--- src/rtl/four_bit_signed_adder.sv ---
// Registered sign-magnitude adder with a one-cycle latency and a valid qualifier.
// Optional build macro: SIGNED_ADDER_SATURATE_EN (clamp the result magnitude to 1111 on overflow).
module four_bit_signed_adder (
   input  logic       clk,
   input  logic       rst_n,
   input  logic       inValid,
   input  logic       carryIn,
   input  logic [4:0] A,
   input  logic [4:0] B,
   output logic [3:0] s,
   output logic       negFlag,
   output logic       zeroFlag,
   output logic       overflowFlag,
   output logic       carryFlag,
   output logic       outValid
);

   logic [3:0] mag_a;
   logic [3:0] mag_b;
   logic       neg_a;
   logic       neg_b;
   logic [5:0] sv_a;
   logic [5:0] sv_b;
   logic [5:0] sum;
   logic [4:0] abs_sum;
   logic [4:0] raw_mag_sum;

   logic [3:0] s_next;
   logic       neg_next;
   logic       zero_next;
   logic       ovf_next;
   logic       carry_next;

   // A sign bit on a zero magnitude (negative zero) contributes nothing.
   always_comb begin
      mag_a = A[3:0];
      mag_b = B[3:0];
      neg_a = A[4] & (|A[3:0]);
      neg_b = B[4] & (|B[3:0]);
      sv_a  = neg_a ? (6'd0 - {2'b00, mag_a}) : {2'b00, mag_a};
      sv_b  = neg_b ? (6'd0 - {2'b00, mag_b}) : {2'b00, mag_b};
   end

   // R spans -30..+31, which fits a 6-bit two's-complement value exactly.
   always_comb begin
      sum         = sv_a + sv_b + {5'd0, carryIn};
      abs_sum     = sum[5] ? 5'(6'd0 - sum) : sum[4:0];
      raw_mag_sum = {1'b0, mag_a} + {1'b0, mag_b} + {4'd0, carryIn};
   end

   always_comb begin
      neg_next   = sum[5];
      zero_next  = (sum == 6'd0);
      ovf_next   = abs_sum[4];
      carry_next = raw_mag_sum[4];
`ifdef SIGNED_ADDER_SATURATE_EN
      s_next     = abs_sum[4] ? 4'hF : abs_sum[3:0];
`else
      s_next     = abs_sum[3:0];
`endif
   end

   // Result registers only load on a sampled operation; outValid tracks inValid.
   always_ff @(posedge clk or negedge rst_n) begin
      if (!rst_n) begin
         s            <= 4'd0;
         negFlag      <= 1'b0;
         zeroFlag     <= 1'b0;
         overflowFlag <= 1'b0;
         carryFlag    <= 1'b0;
         outValid     <= 1'b0;
      end else begin
         outValid <= inValid;
         if (inValid) begin
            s            <= s_next;
            negFlag      <= neg_next;
            zeroFlag     <= zero_next;
            overflowFlag <= ovf_next;
            carryFlag    <= carry_next;
         end
      end
   end

endmodule

--- config.mk ---
export PLATFORM = sky130hd
export DESIGN_NAME = four_bit_signed_adder
export DESIGN_NICKNAME = d
export VERILOG_FILES = /design/src/rtl/four_bit_signed_adder.sv
export SDC_FILE = /design/constraint.sdc
export NUM_CORES = 1
export LEC_CHECK = 0
export CORE_ASPECT_RATIO = 1.2
export CORE_MARGIN = 5
export CORE_UTILIZATION = 47
export CTS_CLUSTER_SIZE = 16
export DETAILED_ROUTE_END_ITERATION = 8
export PLACE_DENSITY = 0.79
export SLEW_MARGIN = 5
export SYNTH_ARGS = -nofsm -noshare
export SYNTH_HDL_FRONTEND = slang
export SYNTH_SLANG_ARGS = --single-unit
--- constraint.sdc ---
create_clock -name clk -period 1 [get_ports clk]
set_clock_uncertainty 0.2 [all_clocks]
set_input_delay 0.2 -clock clk [delete_from_list [all_inputs] [get_ports clk]]
set_output_delay 0.2 -clock clk [all_outputs]
set_load 0.02 [all_outputs]
==> results of run 1 <==
repair_timing:
item | CTS
pin swaps | 17
buffers inserted | 4
endpoints found under the hold margin | 0
hold buffers | 0
gates cloned | 0
resized for setup | 114
setup endpoints to repair | 17
through the flow:
| stage | setup TNS (ns) | setup slack (ns) | instances | utilization (%) | hold WS, ns |
|---|---|---|---|---|---|
| floorplan | -8.076 | -1.483 | 88 | - | -0.2956 |
| global placement | -17.56 | -2.170 | 156 | 84.91 | 0.2914 |
| detailed placement | -18.12 | -2.281 | 156 | 84.91 | 0.3024 |
| CTS | -10.10 | -1.407 | 164 | 95.96 | 0.05300 |
cells by family after synthesis:
group | Yosys count
fa+ha+maj | 12
compound gates | 24
mux | 4
flops | 9
simple gates | 22
xor+xnor | 9
buf+inv | 8
==> results.py, run 1 <==
metrics = {
    "run_status": {
        "status": "stopped before the end",
        "haltStage": "global routing",
        "tool.error": "[ERROR DPL-0038] Utilization greater than 100%, impossible to legalize",
    },
    "synth": {
        "synth_top_family_by_area": "adder cells",
        "synth_top_cell_by_area": "dfrtp_1",
        "netlist_instances": 88,
        "synth.most_common_cell": "ha_1",
        "yosys.area_share.simple_pct": 13.22,
        "synthXorXnorAreaFrac_pct": 10.49,
        "synthDistinctLibCells": 30,
        "postSynthAreaPerCell_sq_um": 9.356,
        "synth_common_cells": "ha_1 (10), dfrtp_1 (9), nor2_1 (9), inv_1 (7), a21oi_1 (6)",
        "synth_compound_area_share_pct": 19.91,
        "synth_enable_flop_cells": 0,
        "ys_ff_latch": 9,
        "syn-num-nets": 114,
        "ys.flop_type": "dfrtp_1",
        "synth_area_leaders": "dfrtp_1 (27%), ha_1 (15%), xnor2_1 (5.3%)",
        "netlist.area_leader.share_pct": 27.36,
        "syn_area_sq_um": 823.3,
        "synthMuxAreaShare_pct": 5.319,
        "ys_seq_area_share_pct": 27.36,
        "yosysWarningCount": 0,
        "synthArstFlopShare_pct": 100.0,
        "synth_fa_ha_area_share_pct": 20.06,
    },
    "grt": {
        "grt_max_degree": 11,
    },
    "floorplan": {
        "fp.dieH_um": 55.85,
        "fp.dieW_um": 48.21,
        "num_rows": 16,
        "start_util_pct": 50.15,
        "ios": 23,
    },
    "cts": {
        "ctsHtreeMaxLevel": 1,
        "clock_path_buffers": 2,
        "root_buffer": "clkbuf_4",
        "numCtsBuffers": 3,
        "cts.sinks": 9,
    },
    "placed_design": {
        "placed_cell_area_sq_um": 1394,
        "gp_congestion": 0.8159,
        "port_buffers": 22,
        "dp_hpwl_um": 1906,
    },
    "timing": {
        "timing.grt.repair.worst_endpoint": "s[3]$_DFFE_PN0P_/D",
        "worst_path_end_type": "register input",
    },
}
==> inputs of run 2 (changes only) <==
==> config.mk (replaced) <==
export PLATFORM = sky130hd
export DESIGN_NAME = four_bit_signed_adder
export DESIGN_NICKNAME = d
export VERILOG_FILES = /design/src/rtl/four_bit_signed_adder.sv
export SDC_FILE = /design/constraint.sdc
export NUM_CORES = 1
export LEC_CHECK = 0
export CORE_AREA = 5 5 66 68
export DETAILED_ROUTE_END_ITERATION = 8
export DIE_AREA = 0 0 71 73
export PLACE_DENSITY_LB_ADDON = 0.15
export SLEW_MARGIN = 5
export SYNTH_ARGS = -nofsm -noshare
export SYNTH_HDL_FRONTEND = slang
export SYNTH_SLANG_ARGS = --single-unit
==> run 2 against run 1 <==
  * The flow now finishes, with violations (setup timing)
  * Synthesized cell count stayed put
  * Synthesized area unchanged
==> results.py, run 2 <==
metrics = {
    "run_status": {
        "status": "complete, but fails checks",
        "failed_checks": "setup timing",
    },
    "critical_path": {
        "arrival_ns": 2.30,
        "crit_fanout": 4,
        "path_class": "in -> reg",
        "r2r-end": "overflowFlag",
        "critPathSlowestCell": "fa_2",
        "start_kind": "input port",
        "cp_common_cell": "fa_2",
        "end_kind": "flip-flop",
        "worstPathRequired_ns": 0.91,
        "slowest_delay_ns": 0.40,
        "critPathTopFamily": "adder cells",
        "r2r_setup_slack_ns": -0.10,
        "reg2regPathDepth": 2,
        "regToRegStartpoint": "overflowFlag",
        "timing.critical_path.buf_inv": 2,
        "path_cells": "buf_8 > buf_4 > fa_2 > fa_2 > xor2_2 > a2111oi_4 > a211oi_2 > xnor2_1 > mux2_4",
        "cp.depth": 9,
    },
    "finish": {
        "syn_to_final_growth_pct": 122.5,
        "fin_nets": 188,
        "largest_register_ffs": 4,
        "final_common_cell": "buf_4",
        "fin_area_sq_um": 1832,
        "mostFrequentLayoutCells": "buf_4 (43), buf_6 (13), dfrtp_1 (9)",
        "instances_no_fill": 211,
        "top_register": "s",
        "diodes": 0,
        "postLayoutCoreUtil_pct": 48.22,
        "final_layout_size_suffix_gt1_share_pct": 67.70,
    },
    "timing": {
        "min_period_over_period_pct": 238.8,
        "slew_headroom_pct": 76.01,
        "rsz0062_at_grt": "yes",
        "hold_violations": 0,
        "setup_ws_ns": -1.388,
        "maxSlewViolCount": 0,
        "tightest_slew_ns": 0.3596,
        "timing.final.crit_period_ns": 2.388,
        "finalSetupViolations": 17,
        "fmax_ghz": 0.4188,
    },
    "synth": {
        "netlist.area_leader.share_pct": 27.36,
        "synthDistinctLibCells": 30,
        "ys.flop_type": "dfrtp_1",
        "ys_ff_latch": 9,
        "synth_common_cells": "ha_1 (10), dfrtp_1 (9), nor2_1 (9), inv_1 (7), a21oi_1 (6)",
        "netlist_instances": 88,
        "syn-num-nets": 114,
        "synthArstFlopShare_pct": 100.0,
        "synth.most_common_cell": "ha_1",
        "synth_enable_flop_cells": 0,
        "yosysWarningCount": 0,
        "ys_seq_area_share_pct": 27.36,
        "postSynthAreaPerCell_sq_um": 9.356,
        "synth_area_leaders": "dfrtp_1 (27%), ha_1 (15%), xnor2_1 (5.3%)",
        "syn_area_sq_um": 823.3,
        "synth_top_cell_by_area": "dfrtp_1",
    },
    "power_and_ir_drop": {
        "switching_share_pct": 34.18,
        "p_int_mw": 1.831,
        "p_leak_nw": 0.8404,
        "seqPwrFrac_pct": 19.2,
        "p_per_area_nw_per_um2": 1518,
        "vdd_drop_max_mv": 0.4334,
        "combinationalPowerShare_pct": 66.1,
        "p_sw_mw": 0.9508,
        "p_total_mw": 2.782,
        "clockPowerShare_pct": 14.6,
    },
    "placed_design": {
        "place_worst_setup_slack_ns": -2.263,
        "place_inst": 194,
        "placed_cell_area_sq_um": 1479,
        "gp_congestion": 0.7320,
        "dp_hpwl_um": 1866,
        "port_buffers": 22,
    },
    "floorplan": {
        "start_util_pct": 21.67,
        "ios": 23,
        "fp.dieW_um": 71,
        "die_area_sq_um": 5183,
        "fp.dieH_um": 73,
        "design.core.area_sq_um": 3799,
        "num_rows": 23,
    },
    "routing": {
        "route.vias.total": 884,
        "drt_pass1_iterations": 2,
        "remaining_drc_errors": 0,
        "wire_per_inst_um": 11.31,
        "via_per_inst": 4.190,
        "dr.first_iter.drc_count": 19,
        "antenna_left": 0,
        "wl_um": 2386,
    },
    "cts": {
        "root_buffer": "clkbuf_8",
        "worstSkewPairLatency_ns": 0.22,
        "clock_path_buffers": 2,
        "ctsHtreeMaxLevel": 1,
        "tritoncts": "built",
        "cts.sinks": 9,
        "path_clk_slew_ns": 0.04,
        "numCtsBuffers": 3,
        "ctsHoldBuffers": 0,
    },
    "grt": {
        "grt_max_degree": 11,
        "grt_pass1_vias": 936,
        "grt_usage_pct": 9.819,
        "grt_first_pass_wirelength_um": 4126,
        "antenna_found_initial": 0,
        "overflow": 0,
    },
    "flow_run": {
        "maxCapViolations": 0,
    },
    "min_path": {
        "hp-class": "in -> async",
    },
}
-- run 2: cell counts after synthesis --
Identical to the previous run, type by type.
-- run 2: layer usage --
layer | share of wire, % | global-route usage, % | vias to the layer above
met2 | 54 | 18.13 | 14
li1 | - | - | 455
met3 | 3.6 | 0.9642 | 2
met5 | 0 | 0 | -
met4 | 0.67 | 3.758 | 0
met1 | 41 | 11.69 | 413
-- run 2: metrics by stage --
step	hold WS (ns)	TNS (ns)
after floorplan	-0.2956	-8.076
after global placement	0.2917	-17.86
after detailed placement	0.2993	-18.08
after CTS	0.09773	-9.917
after global routing	0.1010	-11.34
final	0.09922	-10.28
-- run 2: kinds of logic after synthesis --
family	share of synthesized area (%)
mux	5.319
xor+xnor	10.49
compound gates	19.91
flops	27.36
fa+ha+maj	20.06
simple gates	13.22
buf+inv	3.648
-- run 2: how the worst max path moves through the flow --
stage	start	endpoint	slack [ns]
after floorplan	A[1]	overflowFlag	-1.48
after CTS	B[1]	overflowFlag	-1.42
after global routing	B[1]	overflowFlag	-1.50
after detailed placement	A[1]	overflowFlag	-2.26
after global placement	A[1]	overflowFlag	-2.19
final	B[0]	overflowFlag	-1.39
-- run 2: layout make-up --
| class | instances | area, sq um |
|---|---|---|
| Sequential cell | 9 | 225.2 |
| Multi-Input combinational cell | 71 | 819.5 |
| Tap cell | 50 | 62.56 |
| Clock buffer | 4 | 45.04 |
| Fill cell | 349 | 1967 |
| Timing Repair Buffer | 70 | 628.1 |
| Inverter | 7 | 51.30 |
-- run 2: worst reg2reg max path, stage by stage, from the launching register on --
cell and delay, ns:
dfrtp_1 0.39, buf_4 0.14, mux2_4 0.25
-- run 2: timing repair --
item | in CTS | in global routing
pin swaps | 25 | 14
gates resized for setup | 118 | 16
endpoints found under the setup margin | 17 | 17
buffers inserted | 5 | 8
-- run 2: power groups by stage --
| stage | combinational (mW) | clock [mW] | sequential, mW |
|---|---|---|---|
| final | 1.84 | 0.407 | 0.535 |
| after global routing | 2.01 | 0.448 | 0.553 |
| after CTS | 1.65 | 0.421 | 0.535 |
| after detailed placement | 1.40 | 0 | 0.517 |
| after global placement | 1.39 | 0 | 0.516 |
| after floorplan | 0.581 | 0 | 0.637 |
Power figures use the tool's default switching activity.
